--- src/rtl/sc_statemachine_levels.sv ---
// Game sequencer for the shift-register play field: times START/TRANSI/RANDOM/PUFF
// per level, tracks lives, retries a level on a hit and reports game-over or win.
module sc_statemachine_levels #(
    parameter int NUM_LEVELS    = 3,
    parameter int LVL_W         = 2,
    parameter int CNT_W         = 8,
    parameter int T_START       = 8,
    parameter int T_TRANSI      = 16,
    parameter int T_RANDOM_BASE = 20,
    parameter int T_RANDOM_STEP = 10,
    parameter int T_PUFF        = 8,
    parameter int LIVES         = 3,
    parameter int LIFE_W        = 2
) (
    input  logic              SC_STATEMACHINE_LEVELS_CLOCK_50,
    input  logic              SC_STATEMACHINE_LEVELS_RESET_InLow,
    input  logic              SC_STATEMACHINE_LEVELS_startButton_InLow,
    input  logic              SC_STATEMACHINE_LEVELS_tick_In,
    input  logic              SC_STATEMACHINE_LEVELS_perdio_In,
    output logic [LVL_W-1:0]  SC_STATEMACHINE_LEVELS_level_Out,
    output logic [2:0]        SC_STATEMACHINE_LEVELS_phase_Out,
    output logic [1:0]        SC_STATEMACHINE_LEVELS_esencial_Out,
    output logic              SC_STATEMACHINE_LEVELS_posicion_Out,
    output logic [LIFE_W-1:0] SC_STATEMACHINE_LEVELS_lives_Out,
    output logic              SC_STATEMACHINE_LEVELS_lost_Out,
    output logic              SC_STATEMACHINE_LEVELS_win_Out
);

    typedef enum logic [3:0] {
        S_IDLE     = 4'd0,
        S_ARMED    = 4'd1,
        S_START    = 4'd2,
        S_TRANSI   = 4'd3,
        S_RANDOM   = 4'd4,
        S_PUFF     = 4'd5,
        S_HIT      = 4'd6,
        S_GAMEOVER = 4'd7,
        S_WIN      = 4'd8
    } state_t;

    state_t            r_state;
    state_t            w_state_next;
    logic [CNT_W-1:0]  r_cnt;
    logic [CNT_W-1:0]  w_cnt_next;
    logic [CNT_W-1:0]  w_cnt_inc;
    logic [CNT_W-1:0]  w_dur;
    logic [LVL_W-1:0]  r_level;
    logic [LVL_W-1:0]  w_level_next;
    logic [LIFE_W-1:0] r_lives;
    logic [LIFE_W-1:0] w_lives_next;
    logic              w_timed;
    logic              w_done;
    logic              w_btn_pressed;

    assign w_btn_pressed = ~SC_STATEMACHINE_LEVELS_startButton_InLow;
    assign w_cnt_inc     = r_cnt + CNT_W'(1);
    assign w_done        = w_timed && SC_STATEMACHINE_LEVELS_tick_In && (w_cnt_inc == w_dur);

    always_comb begin
        w_timed = 1'b1;
        w_dur   = '0;
        case (r_state)
            S_START:  w_dur = CNT_W'(T_START);
            S_TRANSI: w_dur = CNT_W'(T_TRANSI);
            S_RANDOM: w_dur = CNT_W'(T_RANDOM_BASE) + CNT_W'(r_level) * CNT_W'(T_RANDOM_STEP);
            S_PUFF:   w_dur = CNT_W'(T_PUFF);
            S_HIT:    w_dur = CNT_W'(T_PUFF);
            default:  w_timed = 1'b0;
        endcase
    end

    always_comb begin
        w_state_next = r_state;
        w_level_next = r_level;
        w_lives_next = r_lives;
        case (r_state)
            S_IDLE:   if (w_btn_pressed) w_state_next = S_ARMED;
            S_ARMED: begin
                if (!w_btn_pressed) begin
                    w_state_next = S_START;
                    w_level_next = '0;
                    w_lives_next = LIFE_W'(LIVES);
                end
            end
            S_START:  if (w_done) w_state_next = S_TRANSI;
            S_TRANSI: if (w_done) w_state_next = S_RANDOM;
            S_RANDOM, S_PUFF: begin
                // A hit outranks a phase ending in the same cycle.
                if (SC_STATEMACHINE_LEVELS_perdio_In) begin
                    w_lives_next = r_lives - LIFE_W'(1);
                    w_state_next = (r_lives == LIFE_W'(1)) ? S_GAMEOVER : S_HIT;
                end else if (w_done) begin
                    if (r_state == S_RANDOM) begin
                        w_state_next = S_PUFF;
                    end else if (r_level == LVL_W'(NUM_LEVELS - 1)) begin
                        w_state_next = S_WIN;
                    end else begin
                        w_level_next = r_level + LVL_W'(1);
                        w_state_next = S_TRANSI;
                    end
                end
            end
            S_HIT:    if (w_done) w_state_next = S_TRANSI;
            S_GAMEOVER, S_WIN: if (w_btn_pressed) w_state_next = S_ARMED;
            default:  w_state_next = S_IDLE;
        endcase

        w_cnt_next = r_cnt;
        if (w_state_next != r_state || !w_timed) begin
            w_cnt_next = '0;
        end else if (SC_STATEMACHINE_LEVELS_tick_In) begin
            w_cnt_next = w_cnt_inc;
        end
    end

    always_ff @(posedge SC_STATEMACHINE_LEVELS_CLOCK_50) begin
        if (!SC_STATEMACHINE_LEVELS_RESET_InLow) begin
            r_state <= S_IDLE;
            r_cnt   <= '0;
            r_level <= '0;
            r_lives <= LIFE_W'(LIVES);
        end else begin
            r_state <= w_state_next;
            r_cnt   <= w_cnt_next;
            r_level <= w_level_next;
            r_lives <= w_lives_next;
        end
    end

    always_comb begin
        SC_STATEMACHINE_LEVELS_phase_Out    = 3'd0;
        SC_STATEMACHINE_LEVELS_esencial_Out = 2'b10;
        SC_STATEMACHINE_LEVELS_posicion_Out = 1'b0;
        case (r_state)
            S_IDLE, S_ARMED: SC_STATEMACHINE_LEVELS_posicion_Out = 1'b1;
            S_START: begin
                SC_STATEMACHINE_LEVELS_phase_Out    = 3'd1;
                SC_STATEMACHINE_LEVELS_esencial_Out = 2'b00;
                SC_STATEMACHINE_LEVELS_posicion_Out = 1'b1;
            end
            S_TRANSI: begin
                SC_STATEMACHINE_LEVELS_phase_Out    = 3'd2;
                SC_STATEMACHINE_LEVELS_posicion_Out = 1'b1;
            end
            S_RANDOM: begin
                SC_STATEMACHINE_LEVELS_phase_Out    = 3'd3;
                SC_STATEMACHINE_LEVELS_esencial_Out = 2'b01;
            end
            S_PUFF:     SC_STATEMACHINE_LEVELS_phase_Out = 3'd4;
            S_HIT:      SC_STATEMACHINE_LEVELS_phase_Out = 3'd5;
            S_GAMEOVER: begin
                SC_STATEMACHINE_LEVELS_phase_Out    = 3'd6;
                SC_STATEMACHINE_LEVELS_esencial_Out = 2'b11;
            end
            S_WIN: begin
                SC_STATEMACHINE_LEVELS_phase_Out    = 3'd7;
                SC_STATEMACHINE_LEVELS_esencial_Out = 2'b11;
            end
            default: SC_STATEMACHINE_LEVELS_posicion_Out = 1'b1;
        endcase
    end

    assign SC_STATEMACHINE_LEVELS_level_Out = r_level;
    assign SC_STATEMACHINE_LEVELS_lives_Out = r_lives;
    assign SC_STATEMACHINE_LEVELS_lost_Out  = (r_state == S_GAMEOVER);
    assign SC_STATEMACHINE_LEVELS_win_Out   = (r_state == S_WIN);

endmodule

--- config.mk ---
export PLATFORM = sky130hd
export DESIGN_NAME = sc_statemachine_levels
export DESIGN_NICKNAME = d
export VERILOG_FILES = /design/src/rtl/sc_statemachine_levels.sv
export SDC_FILE = /design/constraint.sdc
export NUM_CORES = 1
export LEC_CHECK = 0
export CAP_MARGIN = 20
export CORE_ASPECT_RATIO = 0.5
export CORE_UTILIZATION = 29
export CTS_CLUSTER_DIAMETER = 30
export CTS_CLUSTER_SIZE = 8
export DETAILED_ROUTE_END_ITERATION = 10
export GPL_TIMING_DRIVEN = 0
export PLACE_DENSITY = 0.58
export RECOVER_POWER = 50
export SYNTH_ARGS = -nofsm -noshare
export SYNTH_HDL_FRONTEND = slang
export SYNTH_SLANG_ARGS = --single-unit
--- constraint.sdc ---
create_clock -name SC_STATEMACHINE_LEVELS_CLOCK_50 -period 4.6 [get_ports SC_STATEMACHINE_LEVELS_CLOCK_50]
set_input_delay 0.69 -clock SC_STATEMACHINE_LEVELS_CLOCK_50 [delete_from_list [all_inputs] [get_ports SC_STATEMACHINE_LEVELS_CLOCK_50]]
set_output_delay 0.69 -clock SC_STATEMACHINE_LEVELS_CLOCK_50 [all_outputs]
set_load 0.01 [all_outputs]
==> impl_metrics.tcl, run 1 <==
set metrics [dict create \
    vias 1395 \
    slew_headroom 0.497 \
    clk_latency_ns 0.26 \
    clockBufferDepth 2 \
    r2r_slack_ns 1.50 \
    antenna_found_initial 0 \
    drt_pass1_iterations 6 \
    hold_end "SC_STATEMACHINE_LEVELS_level_Out[0]" \
    floorplan.die.height_microns 51.2 \
    avgViaCountPerCell 5.17 \
    num_antenna_cells 0 \
    syn_nets 195 \
    crit_required_ns 3.91 \
    io_buffers 13 \
    setup_violations 0 \
    syn_to_final_growth_pct 16.5 \
    die_area_sq_um 5140 \
    p_per_area_nw_per_um2 209 \
    status "finished, final reports clean" \
    postCtsSetupRepairBufs 0 \
    ys_ff_latch 16 \
    syn_inst 187 \
    grt_pass1_vias 1296 \
    cts_tree "built" \
    p_int_mw 0.244 \
    root_buffer "clkbuf_8" \
    grt_max_degree 11 \
    grt_pass1_wl_microns 6040 \
    synth.distinct_cells 50 \
    synth.avg_cell_area_sq_um 7.51 \
    cp.arrival_ns 2.47 \
    die_x_microns 100 \
    grtUsageTotal 0.148 \
    fmax_mhz 316 \
    yosysWarnings 0 \
    gp_congestion 0.843 \
    ios 17 \
    synth_edf_count 0 \
    yosysSeqAreaShare 0.228 \
    r2r_end "r_cnt[2]" \
    crit_chain "clkbuf_1 > clkbuf_1 > nor2b_1 > and2_1 > o21bai_1 > clkdlybuf4s50_1" \
    skew_ns 0.00716 \
    core_sq_um 4530 \
    synth_ff_type "dfxtp_1" \
    hold_violations 0 \
    tns_ns 0 \
    p_sw_frac 0.286 \
    critPathMostFrequentCell "clkbuf_1" \
    detailedRoute.firstIterationViolations 60 \
    drive_above_1_share 0.0686 \
    hold_class "reg2reg" \
    hold_buffers 0 \
    post-place-ws_ns 1.77 \
    route.detailed.drc 0 \
    overflow 0 \
    leakage_nw 0.560 \
    period_share 0.688 \
    initial_core_util 0.310 \
    worstReg2RegStart "SC_STATEMACHINE_LEVELS_level_Out[0]" \
    final_nets 213 \
    slew_viol_final 0 \
    reg2reg_depth 9 \
    cp-end-kind "output port" \
    antenna_left 0 \
    slowest_stage "clkdlybuf4s50_1" \
    ir_worst_vdd_v 0.0000873 \
    multiInputGateArea_sq_um 965 \
    syn_area_sq_um 1400 \
    grt_setup_unrepaired "false" \
    fillers 502 \
    cts.sinks 16 \
    start_kind "register" \
    worst_slew_pin_slew_ns 0.755 \
    min_delay_path_depth 2 \
    dpl.hpwl_microns 2580 \
    post-route-min-period_ns 3.16 \
    htree_levels 1 \
    crit_path_max_fanout 10 \
    path_class "reg2out" \
    cpPeakStageDelay_ns 0.55 \
    holdCritStartpoint "SC_STATEMACHINE_LEVELS_level_Out[0]" \
    p_clk_frac 0.377 \
    p_sw_mw 0.0976 \
    seqPwrFrac 0.422 \
    numCtsBuffers 3 \
    utilization 0.361 \
    wl_microns 3480 \
    cts.clk_slew.worst_paths_ns 0.07 \
    seq_area_sq_um 320 \
    routedWlPerCell_microns 12.9 \
    worst_slack_ns 1.44 \
    combPwrFrac 0.201 \
    ctsResizeCount 0 \
    final_cell_mix "20 x nand2_1, 17 x nor2_1, 16 x dfxtp_1" \
    final_common_cell "nand2_1" \
    synthArstFlopShare 0 \
    rows 17 \
    drv_cap 0 \
]
-- metal layers --
metal	vias up	track usage	wire (microns)
met1	633	0.200	1750
li1	707	-	-
met5	-	0	0
met2	45	0.242	1470
met3	10	0.0260	202
met4	0	0.0435	63
-- synthesized netlist by cell type (all sizes together) (2+ instances only) --
cell	instances	area, sq um
a21oi	7	35.0
and2	2	12.5
and3	3	23.8
buf	7	38.8
clkbuf	6	22.5
dfxtp	16	320
ha	3	37.5
inv	6	22.5
mux2i	4	40.0
nand2	20	75.1
nand2b	5	31.3
nand3	7	47.6
nand3b	4	30.0
nand4	5	31.3
nor2	17	63.8
nor2b	5	31.3
nor3	8	40.0
nor4	7	58.8
o21ai	15	78.8
o21bai	2	15.0
o31ai	2	15.0
or3	2	12.5
xnor2	9	78.8
xor2	6	52.6
-- critical path: cells and delay by family (launching register included) --
| kind | cells | cell delay (ns) |
|---|---|---|
| compound gates | 1 | 0.12 |
| flops | 1 | 0.37 |
| simple gates | 2 | 0.38 |
| buf+inv | 3 | 1.36 |
-- layout make-up --
class | instances | share of cell area
plain buffers | 13 | 0.0367
clock buffers | 4 | 0.0337
inverters | 6 | 0.0138
multi-input cells | 152 | 0.590
flip-flops and latches | 16 | 0.196
well taps | 66 | 0.0505
repair buffers | 13 | 0.0796
-- worst max path at each step --
stage | start | endpoint | slack [ns] | cells past startpoint
after floorplan | SC_STATEMACHINE_LEVELS_tick_In | r_cnt[1] | 2.11 | 7
after global placement | SC_STATEMACHINE_LEVELS_tick_In | r_cnt[3] | 1.78 | 7
after detailed placement | SC_STATEMACHINE_LEVELS_tick_In | r_cnt[2] | 1.77 | 7
after CTS | r_state[1] | SC_STATEMACHINE_LEVELS_phase_Out[2] | 1.60 | 6
after global routing | r_state[3] | SC_STATEMACHINE_LEVELS_phase_Out[2] | 1.25 | 6
final | r_state[3] | SC_STATEMACHINE_LEVELS_phase_Out[2] | 1.44 | 6
-- stage by stage --
stage                     hold slack (ns)  instance area, sq um  total power, mW  cells
after floorplan                     0.503                  1400            0.199    187
final                               0.511                  1640            0.342    270
after global routing                0.557                  1640            0.358    270
after CTS                           0.517                  1670            0.348    270
after detailed placement            0.493                  1620            0.218    266
after global placement              0.498                  1620            0.218    266
-- logic make-up (layout without fill, tap and decap cells) --
logic type	Yosys count	after routing	share of synthesized area
fa+ha+maj	3	3	0.0267
mux	4	4	0.0285
flops	16	16	0.228
buf+inv	19	36	0.0597
simple gates	91	91	0.368
compound gates	39	39	0.195
xor+xnor	15	15	0.0936
-- power by group through the flow --
stage / Sequential [mW] / Combinational (mW) / Clock, mW
6_report: 0.144 / 0.0687 / 0.129
5_1_grt: 0.145 / 0.0746 / 0.138
4_1_cts: 0.144 / 0.0716 / 0.133
3_5_place_dp: 0.147 / 0.0712 / 0
3_3_place_gp: 0.147 / 0.0709 / 0
2_1_floorplan: 0.146 / 0.0523 / 0
-- sequential cells by signal (all words and copies together), names as in the netlist --
signal,count
SC_STATEMACHINE_LEVELS_lives_Out,2
SC_STATEMACHINE_LEVELS_level_Out,2
r_state,4
r_cnt,8
Power figures use the tool's default switching activity.
==> run 2, diff against run 1 <==
==> constraint.sdc (replaced) <==
create_clock -name SC_STATEMACHINE_LEVELS_CLOCK_50 -period 3.2 [get_ports SC_STATEMACHINE_LEVELS_CLOCK_50]
set_input_delay 0.48 -clock SC_STATEMACHINE_LEVELS_CLOCK_50 [delete_from_list [all_inputs] [get_ports SC_STATEMACHINE_LEVELS_CLOCK_50]]
set_output_delay 0.48 -clock SC_STATEMACHINE_LEVELS_CLOCK_50 [all_outputs]
set_load 0.01 [all_outputs]
==> run 2 against run 1 <==
  * Hold slack about the same
  * Flip-flop and latch count unchanged
  * Sequential power up 44%
  * Non-clock buffer count unchanged
  * Clock power up 44%
  * Highest routed layer unchanged
==> impl_metrics.tcl, run 2 (synthesis gave the netlist of run 1 again) <==
set metrics [dict create \
    status "finished, final reports clean" \
    antenna_found_initial 0 \
    grt_pass1_wl_microns 6040 \
    floorplan.die.height_microns 51.2 \
    grt_setup_unrepaired "false" \
    core_sq_um 4530 \
    syn_to_final_growth_pct 18.1 \
    dpl.hpwl_microns 2580 \
    avgViaCountPerCell 5.20 \
    cts_tree "built" \
    seq_area_sq_um 320 \
    hold_buffers 0 \
    grt_pass1_vias 1296 \
    hold_class "reg2reg" \
    htree_levels 1 \
    cts.sinks 16 \
    skew_ns 0.00782 \
    drv_cap 0 \
    slowest_stage "clkdlybuf4s50_1" \
    num_antenna_cells 0 \
    antenna_left 0 \
    postCtsSetupRepairBufs 0 \
    vias 1405 \
    path_class "reg2out" \
    slew_headroom 0.538 \
    top_register "r_cnt" \
    root_buffer "clkbuf_8" \
    fmax_mhz 339 \
    ir_worst_vdd_v 0.000127 \
    drive_above_1_share 0.0784 \
    start_kind "register" \
    slew_viol_final 0 \
    die_area_sq_um 5140 \
    ios 17 \
    hold_violations 0 \
    drt_pass1_iterations 4 \
    io_buffers 13 \
    rows 17 \
    cp-end-kind "output port" \
    gp_congestion 0.843 \
    period_share 0.921 \
    top_regs "r_cnt x8, r_state x4" \
    path_delay_family "buffers and inverters" \
    tns_ns 0 \
    cp.arrival_ns 2.47 \
    clockBufferDepth 2 \
    largest_reg_flops 8 \
    grt_max_degree 11 \
    numCtsBuffers 3 \
    cpPeakStageDelay_ns 0.48 \
    multiInputGateArea_sq_um 987 \
    crit_chain "clkbuf_1 > buf_1 > nor2_1 > and2_1 > o21bai_1 > clkdlybuf4s50_1" \
    overflow 0 \
    route.detailed.drc 0 \
    final_cell_mix "20 x nand2_1, 17 x nor2_1, 16 x dfxtp_1" \
    crit_path_max_fanout 10 \
    path_buf_inv 3 \
    crit_required_ns 2.72 \
    final_common_cell "nand2_1" \
    worst_slew_pin_slew_ns 0.692 \
    leakage_nw 0.562 \
    detailedRoute.firstIterationViolations 59 \
    clk_latency_ns 0.26 \
    post-route-min-period_ns 2.95 \
    fillers 495 \
    p_per_area_nw_per_um2 298 \
    wl_microns 3510 \
    setup_violations 0 \
    routedWlPerCell_microns 13.0 \
    die_x_microns 100 \
    grtUsageTotal 0.148 \
    final_nets 213 \
    cts.clk_slew.worst_paths_ns 0.07 \
    ctsResizeCount 0 \
    finalPower_mw 0.494 \
    initial_core_util 0.310 \
]
run 2: cell counts in the layout (fill, tap and decap cells not counted):
Identical to the previous run, type by type.
run 2: final cells by class:
class | count | area share
plain buffers | 13 | 0.0362
well taps | 66 | 0.0498
inverters | 6 | 0.0136
flip-flops and latches | 16 | 0.193
clock buffers | 4 | 0.0332
multi-input cells | 152 | 0.595
repair buffers | 13 | 0.0785
run 2: worst paths after layout:
kind                                             from                                   to  slack, ns  cells past startpoint
hold / removal    SC_STATEMACHINE_LEVELS_level_Out[0]  SC_STATEMACHINE_LEVELS_level_Out[0]       0.51                      2
setup reg to reg  SC_STATEMACHINE_LEVELS_level_Out[0]                             r_cnt[2]       0.27                      9
setup / recovery                           r_state[1]  SC_STATEMACHINE_LEVELS_phase_Out[2]       0.25                      6
hold reg to reg   SC_STATEMACHINE_LEVELS_level_Out[0]  SC_STATEMACHINE_LEVELS_level_Out[0]       0.51                      2
run 2: per-stage QoR:
| step | setup slack (ns) | hold WS (ns) | area, sq um | cells | utilization |
|---|---|---|---|---|---|
| 6_report | 0.254 | 0.511 | 1660 | 270 | 0.366 |
| 5_1_grt | 0.127 | 0.557 | 1660 | 270 | 0.366 |
| 4_1_cts | 0.415 | 0.517 | 1670 | 270 | 0.369 |
| 3_5_place_dp | 0.563 | 0.493 | 1620 | 266 | 0.357 |
| 3_3_place_gp | 0.555 | 0.498 | 1620 | 266 | 0.357 |
| 2_1_floorplan | 0.823 | 0.503 | 1400 | 187 | - |
run 2: worst min-delay path, cell delays in order, from the launching register on:
cell	delay [ns]
dfxtp_1	0.34
nand2_1	0.06
mux2i_1	0.06
run 2: power by group:
| group | switching (mW) | internal (mW) |
|---|---|---|
| combinational | 0.0625 | 0.0393 |
| clock | 0.0762 | 0.109 |
| sequential | 0.00440 | 0.203 |
run 2: layer usage:
layer / vias to the layer above / global-route usage / share of wire
met4: 0 / 0.0435 / 0.016
met1: 640 / 0.200 / 0.51
met3: 11 / 0.0260 / 0.051
met2: 45 / 0.242 / 0.42
met5: - / 0 / 0
li1: 709 / - / -
